`config.mk`:
```
export PLATFORM = sky130hd
export DESIGN_NAME = uart_tx_fifo
export DESIGN_NICKNAME = d
export VERILOG_FILES = /design/src/rtl/uart_pkg.sv /design/src/rtl/uart_fifo_mem.sv /design/src/rtl/uart_tx_fifo.sv
export SDC_FILE = /design/constraint.sdc
export NUM_CORES = 1
export LEC_CHECK = 0
export BUFFER_PORTS_ARGS = -buffer_cell sky130_fd_sc_hd__clkbuf_2
export CAP_MARGIN = 20
export CORE_ASPECT_RATIO = 2
export CORE_UTILIZATION = 65
export DETAILED_ROUTE_END_ITERATION = 10
export PLACE_DENSITY = 0.84
export SLEW_MARGIN = 20
export SYNTH_ARGS = -nofsm -noshare
export SYNTH_HDL_FRONTEND = slang
export SYNTH_SLANG_ARGS = --single-unit
```
`constraint.sdc`:
```
create_clock -name clk -period 7.7 [get_ports clk]
set_input_delay 0.385 -clock clk [delete_from_list [all_inputs] [get_ports clk]]
set_output_delay 0.385 -clock clk [all_outputs]
set_load 0.01 [all_outputs]
```
`src/rtl/uart_pkg.sv`:
```
// Shared UART definitions: byte width, buffer defaults and the TX handshake state encoding.
package uart_pkg;

    localparam int UART_DATA_W          = 8;
    localparam int DEFAULT_DEPTH        = 16;
    localparam int DEFAULT_BUSY_TIMEOUT = 15;

    typedef enum logic [1:0] {
        IDLE      = 2'd0,
        WRITE     = 2'd1,
        WAIT_BUSY = 2'd2,
        WAIT_DONE = 2'd3
    } tx_state_t;

    // Bits needed to hold 0..max_val; never less than one bit.
    function automatic int cnt_width(input int max_val);
        return (max_val > 0) ? $clog2(max_val + 1) : 1;
    endfunction

endpackage

```
`src/rtl/uart_fifo_mem.sv`:
```
// Circular byte store with wrapping pointers and a separately tracked occupancy count.
module uart_fifo_mem
    import uart_pkg::*;
#(
    parameter int DEPTH  = DEFAULT_DEPTH,
    parameter int ADDR_W = $clog2(DEPTH)
) (
    input  logic                   clk,
    input  logic                   rst,
    input  logic                   push,
    input  logic [UART_DATA_W-1:0] wr_data,
    input  logic                   pop,
    output logic [UART_DATA_W-1:0] rd_data,
    output logic                   full,
    output logic                   empty,
    output logic [ADDR_W:0]        count
);

    localparam logic [ADDR_W-1:0] PTR_INC    = ADDR_W'(1);
    localparam logic [ADDR_W:0]   CNT_INC    = (ADDR_W + 1)'(1);
    localparam logic [ADDR_W:0]   FULL_COUNT = (ADDR_W + 1)'(DEPTH);

    logic [UART_DATA_W-1:0] mem [DEPTH];
    logic [ADDR_W-1:0]      wr_ptr;
    logic [ADDR_W-1:0]      rd_ptr;
    logic [ADDR_W:0]        count_next;

    assign rd_data = mem[rd_ptr];

    always_comb begin
        count_next = count;
        if (push && !pop)
            count_next = count + CNT_INC;
        else if (pop && !push)
            count_next = count - CNT_INC;
    end

    always_ff @(posedge clk) begin
        if (push)
            mem[wr_ptr] <= wr_data;
    end

    // Flags are derived from the next count so they are registered alongside it.
    always_ff @(posedge clk) begin
        if (rst) begin
            wr_ptr <= '0;
            rd_ptr <= '0;
            count  <= '0;
            full   <= 1'b0;
            empty  <= 1'b1;
        end else begin
            if (push)
                wr_ptr <= wr_ptr + PTR_INC;
            if (pop)
                rd_ptr <= rd_ptr + PTR_INC;
            count <= count_next;
            full  <= (count_next == FULL_COUNT);
            empty <= (count_next == '0);
        end
    end

endmodule

```
`src/rtl/uart_tx_fifo.sv`:
```
// Byte buffer ahead of the UART transmitter; drains one byte per Tx_WR/Tx_BUSY handshake.
module uart_tx_fifo
    import uart_pkg::*;
#(
    parameter int DEPTH        = DEFAULT_DEPTH,
    parameter int ADDR_W       = $clog2(DEPTH),
    parameter int BUSY_TIMEOUT = DEFAULT_BUSY_TIMEOUT
) (
    input  logic                   clk,
    input  logic                   rst,
    input  logic [UART_DATA_W-1:0] wr_data,
    input  logic                   wr_en,
    input  logic                   tx_en,
    output logic                   full,
    output logic                   empty,
    output logic [ADDR_W:0]        count,
    output logic                   overflow,
    output logic                   timeout_err,
    output logic [UART_DATA_W-1:0] Tx_DATA,
    output logic                   Tx_WR,
    input  logic                   Tx_BUSY
);

    localparam int              TMR_W   = cnt_width(BUSY_TIMEOUT);
    localparam logic [TMR_W-1:0] TMR_MAX = TMR_W'(BUSY_TIMEOUT);
    localparam logic [TMR_W-1:0] TMR_INC = TMR_W'(1);

    tx_state_t              state;
    logic [TMR_W-1:0]       tmr;
    logic                   pop;
    logic                   push;
    logic [UART_DATA_W-1:0] head_data;

    // A pop frees a slot in the same cycle, so a full buffer can still take a byte then.
    assign pop  = (state == IDLE) && tx_en && !empty && !Tx_BUSY;
    assign push = wr_en && (!full || pop);

    uart_fifo_mem #(
        .DEPTH  (DEPTH),
        .ADDR_W (ADDR_W)
    ) u_mem (
        .clk     (clk),
        .rst     (rst),
        .push    (push),
        .wr_data (wr_data),
        .pop     (pop),
        .rd_data (head_data),
        .full    (full),
        .empty   (empty),
        .count   (count)
    );

    always_ff @(posedge clk) begin
        if (rst)
            overflow <= 1'b0;
        else if (wr_en && !push)
            overflow <= 1'b1;
    end

    always_ff @(posedge clk) begin
        if (rst) begin
            state       <= IDLE;
            tmr         <= '0;
            timeout_err <= 1'b0;
            Tx_WR       <= 1'b0;
            Tx_DATA     <= '0;
        end else begin
            case (state)
                IDLE: begin
                    if (pop) begin
                        Tx_DATA <= head_data;
                        Tx_WR   <= 1'b1;
                        state   <= WRITE;
                    end
                end
                WRITE: begin
                    Tx_WR <= 1'b0;
                    tmr   <= '0;
                    state <= WAIT_BUSY;
                end
                WAIT_BUSY: begin
                    if (Tx_BUSY) begin
                        state <= WAIT_DONE;
                    end else if (tmr == TMR_MAX) begin
                        timeout_err <= 1'b1;
                        state       <= IDLE;
                    end else begin
                        tmr <= tmr + TMR_INC;
                    end
                end
                WAIT_DONE: begin
                    if (!Tx_BUSY)
                        state <= IDLE;
                end
                default: begin
                    Tx_WR <= 1'b0;
                    state <= IDLE;
                end
            endcase
        end
    end

endmodule

```
==> results list, run 1 <==
* Outcome: complete, no violations
- The number of hold-slack violations in the final timing report is 0.
- After synthesis, the largest family of logic cells by area is multiplexers.
- At the worst endpoint, the arrival time is 3.24 ns.
- Xor/xnor cell area share of the yosys netlist: 1.24%
- Vert. Die Dim: 142 µm
- The cell count after synthesis came out at 394.
* Fraction of synthesized cell area taken by the top area cell type: 60.2%
- Cell count after placement: 534
* Complex-gate fraction of the synthesized area: 6.74%
- Based on the critical path, the design can be clocked at up to 0.313 GHz.
- In this run, the number of DRC markers left after iteration 0 of detailed routing was 198.
- Headroom to the max-slew limit came out at 30.3%.
* Highest net fanout along the worst path: 16
- Wires add up to 13.0 mm.
- In the routed design, unresolved DRC markers number 0.
- The number of global-route vias before repair was 3587.
* TritonCTS clock tree: yes
* Main area contributors after synthesis: edfxtp_1 60%, mux4_2 11%, dfxtp_1 10%, nor2_1 2.3%, a22oi_1 2.0%
- For this run, the register share of the synthesized area comes to 70.3%.
* Pin count of the biggest net entering global routing: 36
* Floorplan Core Area: 0.00945 mm²
- Between clock sinks in the finished design, the worst skew comes to 0.00830 ns.
- Counting instances in the post-synthesis netlist gives the leading cell types as 128 x edfxtp_1, 39 x nor2_1, 32 x dfxtp_1, 32 x mux4_2, 25 x a21oi_1.
- Unrepaired setup endpoints after global routing: no
- At the end of the flow, the number of nets in the layout was 444.
- Actual transition at the worst max-transition pin: 1.04 ns
- Hold_buf cts: 0
- Synthesized area per cell: 16.2 µm²
- Buffers from clock root to sink, at most: 2
- First-pass GRT wire length: 19.6 mm
* Leakage dissipation: 2.39 nW
- The initial utilization of the core area, before any placement, comes to 67.6%.
- Before antenna repair, the detailed router went through 5 iterations.
- The die is 72.1 µm wide.
* Final ANT Viol Nets: 0
* Most instantiated flip-flop cell in the synthesis netlist: edfxtp_1
- Sort of element at the start of the critical path: register
- Counting every net in the synthesized netlist gives 415.
- Total clock sinks: 160
* Max-cap violation count: 0
- At the later pin of the worst-skew pair, clock insertion delay measures 0.42 ns.
- After detailed routing, the number of vias per cell comes to 6.31.
- After detailed routing, the average wire length per cell comes to 23.0 µm.
- Global routing consumed, over all layers together, 27.8% of the routing resources.
* Critical register-to-register path startpoint: state[1]
- Yosys warnings: 0
- From synthesis to final layout, the design area changed by 12.3%.
- The count of pins over their slew limit was 0.
- After clock tree synthesis, the setup repair step added 0 buffers.
* Post-Syn Area: 0.00638 mm²
- Aggregate global routing overflow: 0
- Counting I/O delays and the setup requirement, the final critical path takes 3.19 ns.
- The number of antenna violations at the first check in global routing was 0.
- Portion of netlist area occupied by mux cells: 11.8%
* Number of enable-type register cells in the synthesized netlist: 128
* Class of the tightest hold or removal check: input pin to register
- Critical Path End Type: register
- Async set-or-reset flop fraction in the synthesized netlist: 0%
- In this run the power density over the cells is 254 mW/mm².
- Most used standard cell by instance count after synthesis: edfxtp_1
- At the worst endpoint, the required time is 7.74 ns.
- Fraction of the mapped netlist area in adder cells: 1.57%
- Tracing the worst setup path back leads to its startpoint at state[1].
* Flops & latches, synth: 160
* Startpoint of the tightest hold check path: Tx_BUSY
- After routing, the total negative slack on setup checks comes to 0 ns.
* Library cell with the largest summed area after synthesis: edfxtp_1
* DPL Wire Length: 8.41 mm
- Die footprint: 0.0102 mm²
* Count of antenna diodes in the layout: 0
- Fraction of final layout cells sized beyond drive strength 1: 22.9%
- IO Count: 31
* Row cnt: 50
- Yosys cell types: 42
* CTS buffer count: 17
- Peak VDD IR: 0.205 mV
* Final instance count without filler cells: 566
- Worst setup path category: register to register
* Number of resized instances in the post-cts repair step: 0
- Worst-path clk slew: 0.06 ns
- Setup violations remaining at the end of the flow were counted as 0.
- The tree is rooted in a clkbuf_16.
- At the end of routability-driven placement, the weighted congestion stood at 0.970.
* Post-synthesis simple-gate area fraction: 6.63%
- The routed layout has 3573 vias.
- Fin crit share: 41.5%
- Port buffer count: 30
- In this run the number of H-tree levels came out at 4.
registers in the layout, indices dropped and copies added (netlist names), 2 cells and up:
name,count
u_mem.rd_ptr,4
tmr,4
state,2
u_mem.mem,128
Tx_DATA,8
u_mem.count,5
u_mem.wr_ptr,4
worst max-delay path, cell delays in order (launching register included):
cell and delay, ns:
dfxtp_1 0.45, or4_4 0.62, o21ai_0 0.41, and2_1 0.32, nand2_1 0.19, nor3_1 0.81
cells by family (layout without fill, tap and decap cells):
family,after synthesis,after routing
AO/OA/AOI/OAI,65,65
XOR/XNOR,9,9
adder cells (fa/ha/maj),8,8
buffers and inverters,29,71
flip-flops,160,160
multiplexers,35,35
AND/OR/NAND/NOR,88,88
per-stage QoR:
stage	cell area, µm²	util (%)	hold WS, ns	worst slack [ns]	power, mW
3_3_place_gp	6620	70.1	0.460	4.66	1.08
5_1_grt	7170	75.9	0.313	4.38	1.88
2_1_floorplan	6380	-	0.484	5.19	1.04
4_1_cts	7160	75.8	0.287	4.45	1.83
6_report	7170	75.9	0.304	4.51	1.82
3_5_place_dp	6620	70.1	0.479	4.48	1.08
area by class of cell:
type                       count  area [µm²]
tap                          130         163
timing repair buffer          32         165
sequential                   160        4490
fill                         534        2280
clock buffer                  17         425
multi-input combinational    205        1790
clock inverter                15         109
inverter                       7        26.3
placed cells by master, fill, tap and decap left out, types with 5 or more instances in the layout:
master	n
nand2_1	11
nor2_1	39
mux4_2	32
nor2b_1	6
dfxtp_1	31
ha_1	8
clkbuf_2	30
xnor2_1	5
a22oi_1	17
nor3_1	6
clkbuf_16	17
inv_1	7
edfxtp_1	128
a21oi_1	25
inv_6	6
where the power goes:
group	internal (mW)	switching [mW]	leakage (nW)
sequential	0.950	0.0130	1.42
combinational	0.0408	0.0653	0.719
clock	0.414	0.340	0.254
total	1.40	0.418	2.39
final timing paths:
| kind | end | slack (ns) | depth (start not counted) |
|---|---|---|---|
| max | u_mem.mem[2][5] | 4.51 | 5 |
| max reg2reg | u_mem.mem[2][5] | 4.51 | 5 |
| min reg2reg | timeout_err | 0.48 | 2 |
| min | state[0] | 0.30 | 3 |
metal layers:
metal | part of all wire [%] | global-route usage (%) | vias to the layer above
met2 | 56 | 48.3 | 143
met1 | 35 | 29.6 | 1788
li1 | - | - | 1604
met4 | 5.4 | 19.3 | 0
met5 | 0 | 0 | -
met3 | 3.9 | 5.67 | 38
(Power assumes the default switching activity.)
==> run 2, diff against run 1 <==
CORE_UTILIZATION = 60   (was 65)
PLACE_DENSITY = 0.78   (was 0.84)
clock period = 3.2 ns   (was 7.7 ns; I/O delays follow)
==> results list, run 2 (synthesis results as in run 1) <==
* GP Congestion: 0.946 (-2.5%)
- Buffers from clock root to sink, at most: 2 (unchanged)
- The initial cell density of the core is 62.5% (-5.1 points).
* Port buffer count: 30 (unchanged)
* Via count of the first global-routing pass: 3708 (+3.4%)
- The sum of net half-perimeters after detailed placement was 8.79 mm (+4.6%).
* Detailed-router iteration count before antenna repair: 4 (-1)
- The largest net degree at the start of global routing was 36 (unchanged).
- Net switching share of the total power: 21.5% (-1.4 points)
- WP data arrival: 3.02 ns (-0.22 ns)
- The delay of the slowest cell on the worst path was 0.63 ns (-0.18 ns).
- First-pass GRT wire length: 19.9 mm (+1.4%)
* Worst Path Required: 3.25 ns (-4.49 ns)
* Worst clock skew on the final layout: 0.0118 ns (+0.00347 ns)
* Nets: 458 (+3.2%)
* CTS buffer count: 17 (unchanged)
- The number of DRC violations after detailed-routing iteration 0 was 138 (-30%).
- TritonCTS clock tree: yes
- Largest regs: u_mem.mem x128, Tx_DATA x8, u_mem.count x5
* Fin. max-slew vios: 0 (unchanged)
- Vias per inst: 6.13 (-2.9%)
* Fin crit share: 92.8% (+51 points)
- The largest individual stage delay along the critical path comes from the cell or4_4.
* Class of the tightest hold or removal check: input pin to register
- The worst-margin pin slew came to 0.733 ns (-0.305 ns).
- Walking the worst path, the cells encountered are or4_4 -> o21ai_0 -> and2_1 -> nand2_1 -> nor2_1.
- Endpoint of the worst hold-timing path: state[0]
- Register bank with the most flops: u_mem.mem
- Unrepaired setup endpoints after global routing: no
- Setup Fix Bufs, Post-CTS: 0 (unchanged)
- Critical register-to-register path startpoint: state[1]
- The worst-skew pair later-pin latency is 0.42 ns (about the same).
* Portion of total power attributed to sequential cells: 51.1% (-1.7 points)
- The power share of the clock group came to 43.4% (+2.0 points).
- The number of hold-slack violations in the final timing report is 0 (unchanged).
* Cell internal power dissipation: 3.56 mW (+150%)
- Switching power: 0.976 mW (+130%)
- Final ANT Viol Nets: 0 (unchanged)
* Row cnt: 52 (+4.0%)
- The tightest slew margin relative to the limit is 51.2% (+21 points).
- The count of H-tree levels built during CTS came to 4 (unchanged).
- Total clock sinks: 160 (unchanged)
* Floorplan Core Area: 0.0102 mm² (+8.1%)
* Detailed-route wire length: 13.1 mm (+0.15%)
* Max-cap violation count: 0 (unchanged)
* Die width: 74.9 µm (+4.0%)
- Leaving out fill and tap cells, the most frequent cell in the layout is edfxtp_1.
* Per-cell routed wire length: 22.3 µm (-3.1%)
- The kind of cell with the highest combined delay along the critical path is simple AND/OR/NAND/NOR gates.
* Outcome: complete, no violations
- The antenna diode count was 0 (unchanged).
- The footprint of the flip-flops and latches is 0.00449 mm² (unchanged).
- Commonest non-fill, non-tap cells in the layout: 128 x edfxtp_1, 39 x nor2_1, 32 x mux4_2
* Final Setup Violations: 0 (unchanged)
- Area delta synth->final: 14.9%
- Number of resized instances in the post-cts repair step: 0 (unchanged)
- The count of hold buffers inserted by post-cts repair was 0 (unchanged).
- Peak VDD IR: 0.512 mV (+150%)
* Sort of element at the start of the critical path: register
- The worst setup path is captured at a register.
* IO Count: 31 (unchanged)
- Fraction of final layout cells sized beyond drive strength 1: 25.6% (+2.6 points)
- Worst setup path category: register to register
* Tmin final: 2.97 ns (-0.225 ns)
- Via count: 3586 (+0.36%)
- The register clock-pin slew on the reported worst setup and hold paths came to 0.06 ns (about the same).
- Area of the multi-input gates: 0.00178 mm² (-0.56%)
- Startpoint of the tightest hold check path: Tx_BUSY
- Final core occ: 71.8% (-4.1 points)
- The endpoint identified for the worst register-to-register timing path is u_mem.mem[12][3].
- Flip-flop count of the largest register after layout: 128 (unchanged)
- Cell chosen for the clock root: clkbuf_16
* Summed negative setup slack over all endpoints: 0 ns (unchanged)
- Part of the power in combinational logic: 5.4% (-0.4 points)
* Pwr Density: 619 mW/mm² (+140%)
- Remaining routing DRC violations: 0 (unchanged)
* Aggregate global routing overflow: 0 (unchanged)
* Final-layout fill cell count: 647 (+21%)
- Global routing usage summed across all routing layers: 26.2% (-1.7 points)
- Start point of the critical path: state[1]
* Reg2reg path depth: 5 (unchanged)
* Die footprint: 0.0111 mm² (+8.2%)
* R2R setup slack: 0.23 ns (-4.28 ns)
- FMAX: 0.337 GHz (+7.6%)
- Cell count of the worst hold path: 3 (unchanged)
* Count of buffer and inverter cells on the critical path: 0 (unchanged)
- Highest net fanout along the worst path: 16 (unchanged)
* Vert. Die Dim: 148 µm (+4.0%)
- The number of antenna violations at the first check in global routing was 0 (unchanged).
* Leakage dissipation: 2.50 nW (+4.7%)
==> run 2: changes by cell type in the layout (fill, tap and decap cells not counted) <==
cell / change
buf_4: +14
inv_6: -5
clkbuf_8: +4
clkinv_1: -3
clkinv_4: +3
clkinvlp_4: -3
clkbuf_16: +2
nor3_1: +2
nor3_2: -2
clkinv_2: +1
inv_4: +1
==> run 2: per-stage QoR <==
step | area (µm²) | cells | hold slack, ns | total power [mW] | worst slack [ns]
global route | 7330 | 585 | 0.0902 | 4.66 | 0.115
CTS | 7330 | 585 | 0.0667 | 4.55 | 0.253
finish | 7330 | 585 | 0.0797 | 4.54 | 0.230
floorplan | 6380 | 394 | 0.259 | 2.51 | 0.689
detailed placement | 6730 | 553 | 0.464 | 2.61 | 0.368
global placement | 6730 | 553 | 0.455 | 2.60 | 0.506
==> run 2: worst max-delay path by stage <==
stage                             endpoint  slack, ns  cells past startpoint
after floorplan            u_mem.mem[0][0]       0.69                      6
after global placement     u_mem.mem[8][4]       0.51                      5
after detailed placement  u_mem.mem[12][2]       0.37                      5
after CTS                 u_mem.mem[12][6]       0.25                      5
after global routing      u_mem.mem[12][6]       0.11                      5
final                     u_mem.mem[12][3]       0.23                      5
==> run 2: tightest hold or removal path, delay by kind of cell <==
kind / cells / cell delay, ns
AO/OA/AOI/OAI: 1 / 0.06
buffers and inverters: 1 / 0.14
AND/OR/NAND/NOR: 1 / 0.09
==> run 2: power groups by stage <==
stage	combinational [mW]	sequential [mW]	clock (mW)
global placement	0.238	2.36	0
floorplan	0.160	2.35	0
global route	0.269	2.33	2.07
CTS	0.247	2.32	1.98
finish	0.246	2.32	1.97
detailed placement	0.245	2.37	0
==> run 2: metal layers <==
| layer | up-vias | routed length (µm) | GRT usage, % |
|---|---|---|---|
| li1 | 1631 | - | - |
| met1 | 1813 | 4590 | 27.9 |
| met2 | 114 | 7430 | 46.2 |
| met3 | 28 | 479 | 5.86 |
| met4 | 0 | 561 | 14.1 |
| met5 | - | 0 | 0 |
==> run 2: area by class of cell <==
type | instances | area share, %
tap | 135 | 2.30
inverter | 7 | 0.358
clock inverter | 9 | 0.938
multi-input combinational | 205 | 24.3
sequential | 160 | 61.2
clock buffer | 23 | 7.23
timing repair buffer | 46 | 3.69
